### config.mk
export PLATFORM = sky130hd
export DESIGN_NAME = systolic_sequencer
export DESIGN_NICKNAME = d
export VERILOG_FILES = /design/src/rtl/tpu_ctrl_pkg.sv /design/src/rtl/stagger_mask.sv /design/src/rtl/systolic_sequencer.sv
export SDC_FILE = /design/constraint.sdc
export NUM_CORES = 1
export LEC_CHECK = 0
export ABC_CLOCK_PERIOD_IN_PS = 6900
export CORE_ASPECT_RATIO = 0.75
export CORE_MARGIN = 3
export CORE_UTILIZATION = 35
export CTS_CLUSTER_SIZE = 25
export DETAILED_ROUTE_END_ITERATION = 7
export GPL_TIMING_DRIVEN = 0
export SLEW_MARGIN = 20
export SYNTH_ARGS = -nofsm -noshare
export SYNTH_HDL_FRONTEND = slang
export SYNTH_SLANG_ARGS = --single-unit
### constraint.sdc
create_clock -name clk -period 6.9 [get_ports clk]
set_input_delay 1.38 -clock clk [delete_from_list [all_inputs] [get_ports clk]]
set_output_delay 1.38 -clock clk [all_outputs]
set_load 0.01 [all_outputs]
### src/rtl/tpu_ctrl_pkg.sv
// tpu_ctrl_pkg
// Shared definitions for the systolic-array control blocks.
//   seq_state_t : sequencer FSM encoding (3 bits)
//   cnt_width() : width of the RUN-phase cycle counter. It is sized so that
//                 the largest count, M + 2*WIDTH_HEIGHT - 2, never wraps.
package tpu_ctrl_pkg;

  typedef enum logic [2:0] {
    IDLE      = 3'd0,
    LOAD_REQ  = 3'd1,
    LOAD_WAIT = 3'd2,
    RUN       = 3'd3,
    DONE      = 3'd4
  } seq_state_t;

  function automatic int cnt_width(input int row_width, input int wh);
    return row_width + $clog2(wh) + 2;
  endfunction

endpackage

### src/rtl/stagger_mask.sv
// stagger_mask
// Decodes the RUN counter into a staggered window mask. Lane i is high while
// OFFSET+i <= t < OFFSET+i+m, so each lane is open for exactly m cycles,
// one cycle after the lane before it.
// Ports:
//   en   : in  1      window enable (high only in RUN)
//   t    : in  CNT_W  RUN cycle counter
//   m    : in  CNT_W  latched row count, zero-extended
//   mask : out WIDTH_HEIGHT  per-lane enable
import tpu_ctrl_pkg::*;

module stagger_mask #(
  parameter int WIDTH_HEIGHT = 16,
  parameter int OFFSET       = 0,
  parameter int CNT_W        = 14
) (
  input  logic                    en,
  input  logic [CNT_W-1:0]        t,
  input  logic [CNT_W-1:0]        m,
  output logic [WIDTH_HEIGHT-1:0] mask
);

  genvar gi;
  generate
    for (gi = 0; gi < WIDTH_HEIGHT; gi++) begin : g_lane
      localparam logic [CNT_W-1:0] LO = CNT_W'(gi + OFFSET);
      // CNT_W leaves headroom above LO + m, so the sum cannot overflow.
      assign mask[gi] = en && (t >= LO) && (t < LO + m);
    end
  endgenerate

endmodule

### src/rtl/systolic_sequencer.sv
// systolic_sequencer
// Sequences one matrix-multiply pass: optional weight-FIFO load handshake,
// then staggered input-FIFO pops and accumulator writes, then a done pulse.
// Ports:
//   clk, reset        : clock (rising edge), asynchronous active-low reset
//   start             : command request, taken only while ready
//   num_rows          : input-vector count M, latched on acceptance
//   reuse_weights     : skip weight load, latched on acceptance
//   stagger_load      : weight load mode, latched on acceptance
//   ready / busy      : IDLE indication and its complement
//   wfifo_active      : one-cycle weight-load request
//   wfifo_stagger     : latched stagger_load
//   wfifo_done        : weight controller idle level (low while loading)
//   data_fifo_en      : per-row input-FIFO pop enables
//   acc_en            : per-column accumulator write enables
//   done              : one-cycle completion pulse
import tpu_ctrl_pkg::*;

module systolic_sequencer #(
  parameter int WIDTH_HEIGHT = 16,
  parameter int ROW_WIDTH    = 8
) (
  input  logic                    clk,
  input  logic                    reset,
  input  logic                    start,
  input  logic [ROW_WIDTH-1:0]    num_rows,
  input  logic                    reuse_weights,
  input  logic                    stagger_load,
  output logic                    ready,
  output logic                    busy,
  output logic                    wfifo_active,
  output logic                    wfifo_stagger,
  input  logic                    wfifo_done,
  output logic [WIDTH_HEIGHT-1:0] data_fifo_en,
  output logic [WIDTH_HEIGHT-1:0] acc_en,
  output logic                    done
);

  localparam int CNT_W = cnt_width(ROW_WIDTH, WIDTH_HEIGHT);
  localparam logic [CNT_W-1:0] RUN_TAIL = CNT_W'(2 * WIDTH_HEIGHT - 2);

  seq_state_t           state;
  logic [CNT_W-1:0]     t;
  logic [ROW_WIDTH-1:0] m_lat;
  logic                 reuse_lat;
  logic                 stag_lat;
  logic                 seen_busy;
  logic [CNT_W-1:0]     m_ext;
  logic                 run_on;

  assign m_ext  = CNT_W'(m_lat);
  assign run_on = (state == RUN);

  always_ff @(posedge clk or negedge reset) begin
    if (!reset) begin
      state     <= IDLE;
      t         <= '0;
      m_lat     <= '0;
      reuse_lat <= 1'b0;
      stag_lat  <= 1'b0;
      seen_busy <= 1'b0;
    end else begin
      // t only advances in RUN; every other state parks it at zero so RUN
      // always begins counting from 0.
      t <= '0;
      case (state)
        IDLE: begin
          if (start) begin
            m_lat     <= num_rows;
            reuse_lat <= reuse_weights;
            stag_lat  <= stagger_load;
            if (!reuse_weights) begin
              state     <= LOAD_REQ;
              seen_busy <= 1'b0;
            end else if (num_rows == '0) begin
              state <= DONE;
            end else begin
              state <= RUN;
            end
          end
        end
        LOAD_REQ: state <= LOAD_WAIT;
        LOAD_WAIT: begin
          // A done level still high from before the request must not end
          // the wait; only a high after an observed low counts.
          if (wfifo_done && seen_busy) begin
            state <= (m_lat == '0) ? DONE : RUN;
          end else if (!wfifo_done) begin
            seen_busy <= 1'b1;
          end
        end
        RUN: begin
          // Last accumulator column closes at t = M + 2*WH - 2.
          if (t == m_ext + RUN_TAIL) begin
            state <= DONE;
          end else begin
            t <= t + 1'b1;
          end
        end
        DONE:    state <= IDLE;
        default: state <= IDLE;
      endcase
    end
  end

  assign ready         = (state == IDLE);
  assign busy          = ~ready;
  assign wfifo_active  = (state == LOAD_REQ) && !reuse_lat;
  assign wfifo_stagger = stag_lat;
  assign done          = (state == DONE);

  stagger_mask #(
    .WIDTH_HEIGHT(WIDTH_HEIGHT),
    .OFFSET      (0),
    .CNT_W       (CNT_W)
  ) u_row_mask (
    .en  (run_on),
    .t   (t),
    .m   (m_ext),
    .mask(data_fifo_en)
  );

  stagger_mask #(
    .WIDTH_HEIGHT(WIDTH_HEIGHT),
    .OFFSET      (WIDTH_HEIGHT),
    .CNT_W       (CNT_W)
  ) u_col_mask (
    .en  (run_on),
    .t   (t),
    .m   (m_ext),
    .mask(acc_en)
  );

endmodule

==> results of run 1 <==
-- cell usage in the layout (no fill, tap or decap), drive strengths merged, types with 30 or more instances in the layout --
| master | count |
|---|---|
| ha | 218 |
| xnor2 | 117 |
| a21oi | 108 |
| nand2 | 104 |
| nor2 | 80 |
| inv | 55 |
| clkdlybuf4s50 | 49 |
| o21ai | 48 |
| clkbuf | 46 |
| nand3 | 39 |
| a21o | 30 |
-- cells by family (layout without fill, tap and decap cells) --
kind of cell,after synthesis,after routing,synth area share [%]
buffers and inverters,115,174,5.40
other,0,1,0
muxes,2,2,0.271
and+or+nand+nor,324,324,19.1
xor gates and xnor gates,126,126,13.3
adders and majority gates,218,218,32.9
AOI/OAI and AO/OA,274,274,20.7
DFF,28,28,8.44
-- path summary, 6_finish.rpt --
path,from,to,slack (ns)
hold reg to reg,t[0]$_DFF_PN0_,t[0]$_DFF_PN0_,0.51
max in group asynchronous,reset,t[5]$_DFF_PN0_,5.32
min in group asynchronous,reset,reuse_lat$_DFFE_PN0P_,1.12
hold / removal,t[0]$_DFF_PN0_,t[0]$_DFF_PN0_,0.51
setup / recovery,m_lat[3]$_DFFE_PN0P_,data_fifo_en[15],0.26
setup reg to reg,m_lat[3]$_DFFE_PN0P_,t[9]$_DFF_PN0_,2.11
-- layout make-up --
cell class                 count  area share, %
multi-input combinational    944           76.2
sequential                    28           7.53
timing repair buffer          55           6.59
tap                          300           4.00
buffer                        58           2.49
inverter                      57           2.32
clock buffer                   4          0.840
antenna                        1         0.0267
-- registers in the layout, indices dropped and copies added, names as in the netlist --
| name | cells |
|---|---|
| t | 14 |
| m_lat | 8 |
| state | 3 |
| reuse_lat | 1 |
| seen_busy | 1 |
| wfifo_stagger | 1 |
-- power breakdown --
group,total [mW],switching [mW],internal (mW)
Combinational,3.13,2.02,1.11
Sequential,0.278,0.0721,0.206
Clock,0.137,0.0577,0.0794
Total,3.55,2.15,1.40
-- metal layers --
layer / global-route usage [%] / up-vias
met4: 5.81 / 0
met3: 8.44 / 71
met2: 37.2 / 442
met5: 0 / -
met1: 39.0 / 4061
li1: - / 4030
-- through the flow --
stage,setup WS [ns],cell area (sq um)
after floorplan,2.19,8300
after global placement,0.599,9180
after detailed placement,0.622,9300
after CTS,0.301,9380
after global routing,0.143,9380
final,0.257,9390
==> run metrics, run 1 <==
die boundary height=139 um; worst slew slack as a fraction of its limit=21.5%; net count of the mapped netlist=approximately 1300; net count of the finished layout=around 1400; final estimated routing congestion in global placement=1.05; detail-routed net length per standard cell=roughly 24 um; cell type contributing the most total cell area after synthesis=sky130_fd_sc_hd__ha_1; part of the Yosys area used for sequential elements=approximately 8.4%; depth of the worst register-to-register path=13; number of buffer and inverter stages on the critical path=5; setup fix buffers added after clock tree synthesis=0; area added between synthesis and finish=13.1%; post-synthesis sequential element count=28; total met3 wirelength after detailed routing=between 4000 and 5000 um; vias in the first global route=8101; cell with the biggest individual delay on the critical path=sky130_fd_sc_hd__clkbuf_1; setup-violating endpoint count in the final report=0; Highest Clock Rate=between 150 and 200 MHz; final hold slack=a little over 0.5 ns; DRC violation total after the first TritonRoute iteration=approximately 960; effective utilization at floorplan=between 30% and 40%; Data arrival, critical path=between 5 and 6 ns; Mapped Cells=between 1000 and 1500; met2 WL post-DR=13500 um; number of fill cells=2441; number of sinks on the clock net=28; uppermost layer routed=met4; number of buffers on the longest clock path=2; register area=707 sq um; Leakage=~4.4 nW; number of stages on the worst hold path=1; ratio of cells with drive above 1 in the final layout=under 10%; IR Drop Worst-Case VDD=roughly 0.15 mV; count of flip-flops with a built-in enable after synthesis=0; top cells by area in the synthesized netlist=sky130_fd_sc_hd__ha_1 33%, sky130_fd_sc_hd__xnor2_1 12%, sky130_fd_sc_hd__dfrtp_1 8.4%; count of distinct cell types in the synthesized netlist=61; DIE AREA=0.0256 sq mm; overall via count from detail_route=8604; portion of synthesized cell area occupied by the leading cell type=approximately a third; most frequent cells after synthesis=218 x sky130_fd_sc_hd__ha_1, 117 x sky130_fd_sc_hd__xnor2_1, 108 x sky130_fd_sc_hd__a21oi_1; number of antenna violations at the first check in global routing=0; number of routed nets with antenna violations=0; highest cell delay on the worst timing path=0.67 ns; clock latency of the later-clocked register in the worst-skew pair=~0.27 ns; max capacitance violation total=0; mean number of vias per cell=between 5 and 6; flip-flop cell with the highest count after synthesis=sky130_fd_sc_hd__dfrtp_1; number of remaining DRC errors=0; post_cts resized=0; Boundary Pins=a little over 50; setup TNS=0 ns; shortest period the worst path allows=6.64 ns; measured slew at the worst slew-check pin=1.18 ns; power per cell area=roughly 380 mW/mm^2; maximum number of pins on one net before global-route repair=29; total wirelength of the detailed-routed design=between 30000 and 40000 um; crit-path max FO=12; total power draw=between 3 and 4 mW; wire length of the first global-routing pass=between 50000 and 60000 um; Final Slew Violations=0; site row count=48; setup repair after global routing missed its margin=no; HPWL after detailed placement=about 26000 um; cts bufs inserted=3; buffer type at the clock tree root=sky130_fd_sc_hd__clkbuf_16; cell family with the largest share of critical-path delay=buffers and inverters; total congestion overflow=0; Post-Route Skew=between 0.001 and 0.0015 ns; most instantiated library cell after synthesis=sky130_fd_sc_hd__ha_1; Yosys Warn Count=0; # port buffers=50; Critical Path Stages=13; worst min path class=flip-flop to flip-flop; CTS tree=built; ys async rst share=100%; portion of the clock cycle consumed by the worst path in the final layout=96.3%; end-of-flow core utilization=between 40% and 50%; average cell area after synthesis=7.64 sq um; Placed Cells incl. Taps=between 1000 and 1500; total routing usage reported by global routing=a little over a quarter; number of detailed-route iterations in the first pass=7; final standard cell count with taps included and fillers excluded=1447; result of the run=finished clean; clock slew at reported path FFs=0.07 ns; Worst EP required=approximately 5.5 ns; WS Path Type=flip-flop to output pin; number of buffers added to fix hold violations after cts=0; H-tree depth=1; final number of hold-violating endpoints=0; kind of end point of the critical path=output pin; multi-input gate area in the final layout=0.00715 sq mm; crit-path cells=clkbuf_1 -> clkinvlp_4 -> ha_1 -> clkbuf_1 -> inv_1 -> o21ai_0 -> xnor2_1 -> ha_1 -> and3_1 -> a211oi_1 -> o211ai_1 -> a41oi_1 -> clkdlybuf4s50_1; Core Area=about 0.023 sq mm; Chip Width=roughly 180 um; detailed-routing wirelength on met1=15900 um; post-synthesis instance area=approximately 0.0083 sq mm; startpoint type of the worst setup path=flip-flop
Note: power is estimated with default switching activity, not from simulation.
==> run 2, diff against run 1 <==
HOLD_SLACK_MARGIN = 0.05   (was unset)
==> results of run 2 <==
Same layout as run 1: the final DEF is identical, and so are final timing and power.
==> run 3, diff against run 2 <==
REMOVE_ABC_BUFFERS = 1   (was unset)
==> run metrics, run 3 (synthesis results as in run 1) <==
result of the run=finished clean (unchanged); number of fill cells=2436 (was 2441); Leakage=4.28 nW (was 4.35 nW); post-placement worst setup slack=0.687 ns (was 0.622 ns); commonest cells after routing, fill and taps aside=216 x sky130_fd_sc_hd__ha_1, 117 x sky130_fd_sc_hd__xnor2_1, 108 x sky130_fd_sc_hd__a21oi_1 (was 218 x sky130_fd_sc_hd__ha_1, 117 x sky130_fd_sc_hd__xnor2_1, 108 x sky130_fd_sc_hd__a21oi_1); WS Path Type=flip-flop to output pin (unchanged); number of sinks on the clock net=28 (unchanged); startpoint type of the worst setup path=flip-flop (unchanged); detail-routed net length per standard cell=21.8 um (was 23.8 um); setup repair after global routing missed its margin=no (unchanged); Worst EP required=5.52 ns (about the same); final hold slack=0.511 ns (was 0.509 ns); register area=712 sq um (was 707 sq um); HPWL after detailed placement=21000 um (was 26100 um); number of routed nets with antenna violations=0 (unchanged); total wirelength of the detailed-routed design=30300 um (was 34500 um); DIE AREA=0.0256 sq mm (unchanged); area added between synthesis and finish=11.0% (was 13.1%); DRC violation total after the first TritonRoute iteration=790 (was 957); clock slew at reported path FFs=0.07 ns (about the same); effective utilization at floorplan=35.8% (unchanged); setup-violating endpoint count in the final report=0 (unchanged); cts bufs inserted=3 (unchanged); multi-input gate area in the final layout=0.00716 sq mm (was 0.00715 sq mm); total power draw=3.39 mW (was 3.55 mW); wire length of the first global-routing pass=47500 um (was 51500 um); worst min path class=flip-flop to flip-flop (unchanged); mean number of vias per cell=5.97 (was 5.95); Largest register FFs=14 (unchanged); site row count=48 (unchanged); number of antenna violations at the first check in global routing=0 (unchanged); Final Slew Violations=0 (unchanged); H-tree depth=1 (unchanged); net count of the finished layout=1323 (was 1379); number of stages on the worst hold path=1 (unchanged); most common library cell in the layout ignoring fill and taps=sky130_fd_sc_hd__ha_1 (unchanged); ratio of cells with drive above 1 in the final layout=3.39% (was 3.14%); # port buffers=50 (unchanged); endpoint with the worst hold slack=wfifo_stagger$_DFFE_PN0P_ (was t[0]$_DFF_PN0_); die boundary height=139 um (unchanged); maximum number of pins on one net before global-route repair=32 (was 29); hold path startpoint=wfifo_stagger$_DFFE_PN0P_ (was t[0]$_DFF_PN0_); depth of the worst register-to-register path=10 (was 13); power per cell area=368 mW/mm^2 (was 378 mW/mm^2); Boundary Pins=51 (unchanged); final number of hold-violating endpoints=0 (unchanged); final critical-path setup slack=0.133 ns (was 0.257 ns); Register-to-Register Setup Slack=1.84 ns (was 2.11 ns); Highest Clock Rate=148 MHz (was 151 MHz); max capacitance violation total=0 (unchanged); cell family with the largest share of critical-path delay=simple AND/OR/NAND/NOR gates (was buffers and inverters); vias in the first global route=8038 (was 8101); highest cell delay on the worst timing path=0.95 ns (was 0.67 ns); IR Drop Worst-Case VDD=0.257 mV (was 0.146 mV); CTS tree=built (unchanged); Data arrival, critical path=5.39 ns (was 5.26 ns); Post-Route Skew=0.00250 ns (was 0.00149 ns); post_cts resized=0 (unchanged); portion of the clock cycle consumed by the worst path in the final layout=98.1% (was 96.3%); registers with the highest flip-flop counts=t x14, m_lat x8, state x3 (unchanged); end-of-flow core utilization=39.8% (was 40.5%); number of detailed-route iterations in the first pass=5 (was 7); total routing usage reported by global routing=23.4% (was 26.4%); number of buffers on the longest clock path=2 (unchanged); buffer type at the clock tree root=sky130_fd_sc_hd__clkbuf_16 (unchanged); crit-path max FO=24 (was 12); overall via count from detail_route=8301 (was 8604); capture instance of the worst register-to-register path=state[1]$_DFFE_PN0P_ (was t[9]$_DFF_PN0_); Most flops, register=t (unchanged); number of buffer and inverter stages on the critical path=2 (was 5); number of remaining DRC errors=0 (unchanged); Chip Width=184 um (unchanged); reg-to-reg critical path startpoint=m_lat[4]$_DFFE_PN0P_ (was m_lat[3]$_DFFE_PN0P_); number of buffers added to fix hold violations after cts=0 (unchanged); measured slew at the worst slew-check pin=1.25 ns (was 1.18 ns); total congestion overflow=0 (unchanged); crit-path cells=inv_2 -> ha_1 -> and3_1 -> a21oi_1 -> ha_1 -> nand4_1 -> nor2_1 -> or4_1 -> a221oi_1 -> clkdlybuf4s50_1 (was clkbuf_1 -> clkinvlp_4 -> ha_1 -> clkbuf_1 -> inv_1 -> o21ai_0 -> xnor2_1 -> ha_1 -> and3_1 -> a211oi_1 -> o211ai_1 -> a41oi_1 -> clkdlybuf4s50_1); clock latency of the later-clocked register in the worst-skew pair=0.27 ns (about the same); Core Area=0.0232 sq mm (unchanged); worst slew slack as a fraction of its limit=16.3% (was 21.5%); shortest period the worst path allows=6.77 ns (was 6.64 ns); final estimated routing congestion in global placement=0.911 (was 1.05); cell with the biggest individual delay on the critical path=sky130_fd_sc_hd__and3_1 (was sky130_fd_sc_hd__clkbuf_1); setup fix buffers added after clock tree synthesis=0 (unchanged); kind of end point of the critical path=output pin (unchanged); cell seen most often among critical-path stages=sky130_fd_sc_hd__ha_1; final antenna diode count=0 (was 1)
## run 3: changes by cell type in the layout (fill, tap and decap cells not counted), sizes merged
cell and change:
buf -14, diode -1, bufinv +1, clkbuf -43, clkinvlp -1, clkinv +1
## run 3: worst reg2reg max path: cells and delay by family, from the launching register on
kind | cells | cell delay (ns)
buffers and inverters | 1 | 0.51
flip-flops | 1 | 0.70
AND/OR/NAND/NOR | 4 | 1.49
AO/OA/AOI/OAI | 3 | 1.29
adder cells (fa/ha/maj) | 2 | 0.95
## run 3: worst max-delay path by stage
stage                                   to  depth (start not counted)                 start  slack, ns
after floorplan           data_fifo_en[10]                          7  m_lat[4]$_DFFE_PN0P_       1.85
after global placement           acc_en[3]                          9  m_lat[4]$_DFFE_PN0P_      -0.52
after detailed placement         acc_en[3]                         10  m_lat[4]$_DFFE_PN0P_       0.69
after CTS                        acc_en[3]                         10  m_lat[4]$_DFFE_PN0P_       0.38
after global routing             acc_en[3]                         10  m_lat[4]$_DFFE_PN0P_       0.01
final                            acc_en[3]                         10  m_lat[4]$_DFFE_PN0P_       0.13
## run 3: routing by layer
metal | track usage [%] | part of all wire [%] | vias to the layer above
li1 | - | - | 3920
met1 | 35.4 | 48 | 3987
met2 | 34.6 | 40 | 351
met3 | 4.89 | 9.9 | 43
met4 | 3.70 | 1.6 | 0
met5 | 0 | 0 | -
## run 3: per-stage QoR
stage                     std cells  TNS [ns]  instance area (sq um)
after floorplan                1029         0                   8070
final                          1390         0                   9220
after detailed placement       1386         0                   9110
after global placement         1379     -3.11                   8940
after global routing           1390         0                   9220
after CTS                      1390         0                   9210
## run 3: final cells by class
| type | instances | area share (%) |
|---|---|---|
| clock inverter | 1 | 0.326 |
| inverter | 57 | 2.32 |
| multi-input combinational | 944 | 77.7 |
| clock buffer | 3 | 0.815 |
| timing repair buffer | 57 | 7.06 |
| sequential | 28 | 7.73 |
| tap | 300 | 4.07 |
## run 3: power breakdown
part,internal (mW),switching [mW]
logic,1.09,1.70
registers,0.204,0.213
clock network,0.116,0.0607
total,1.41,1.97
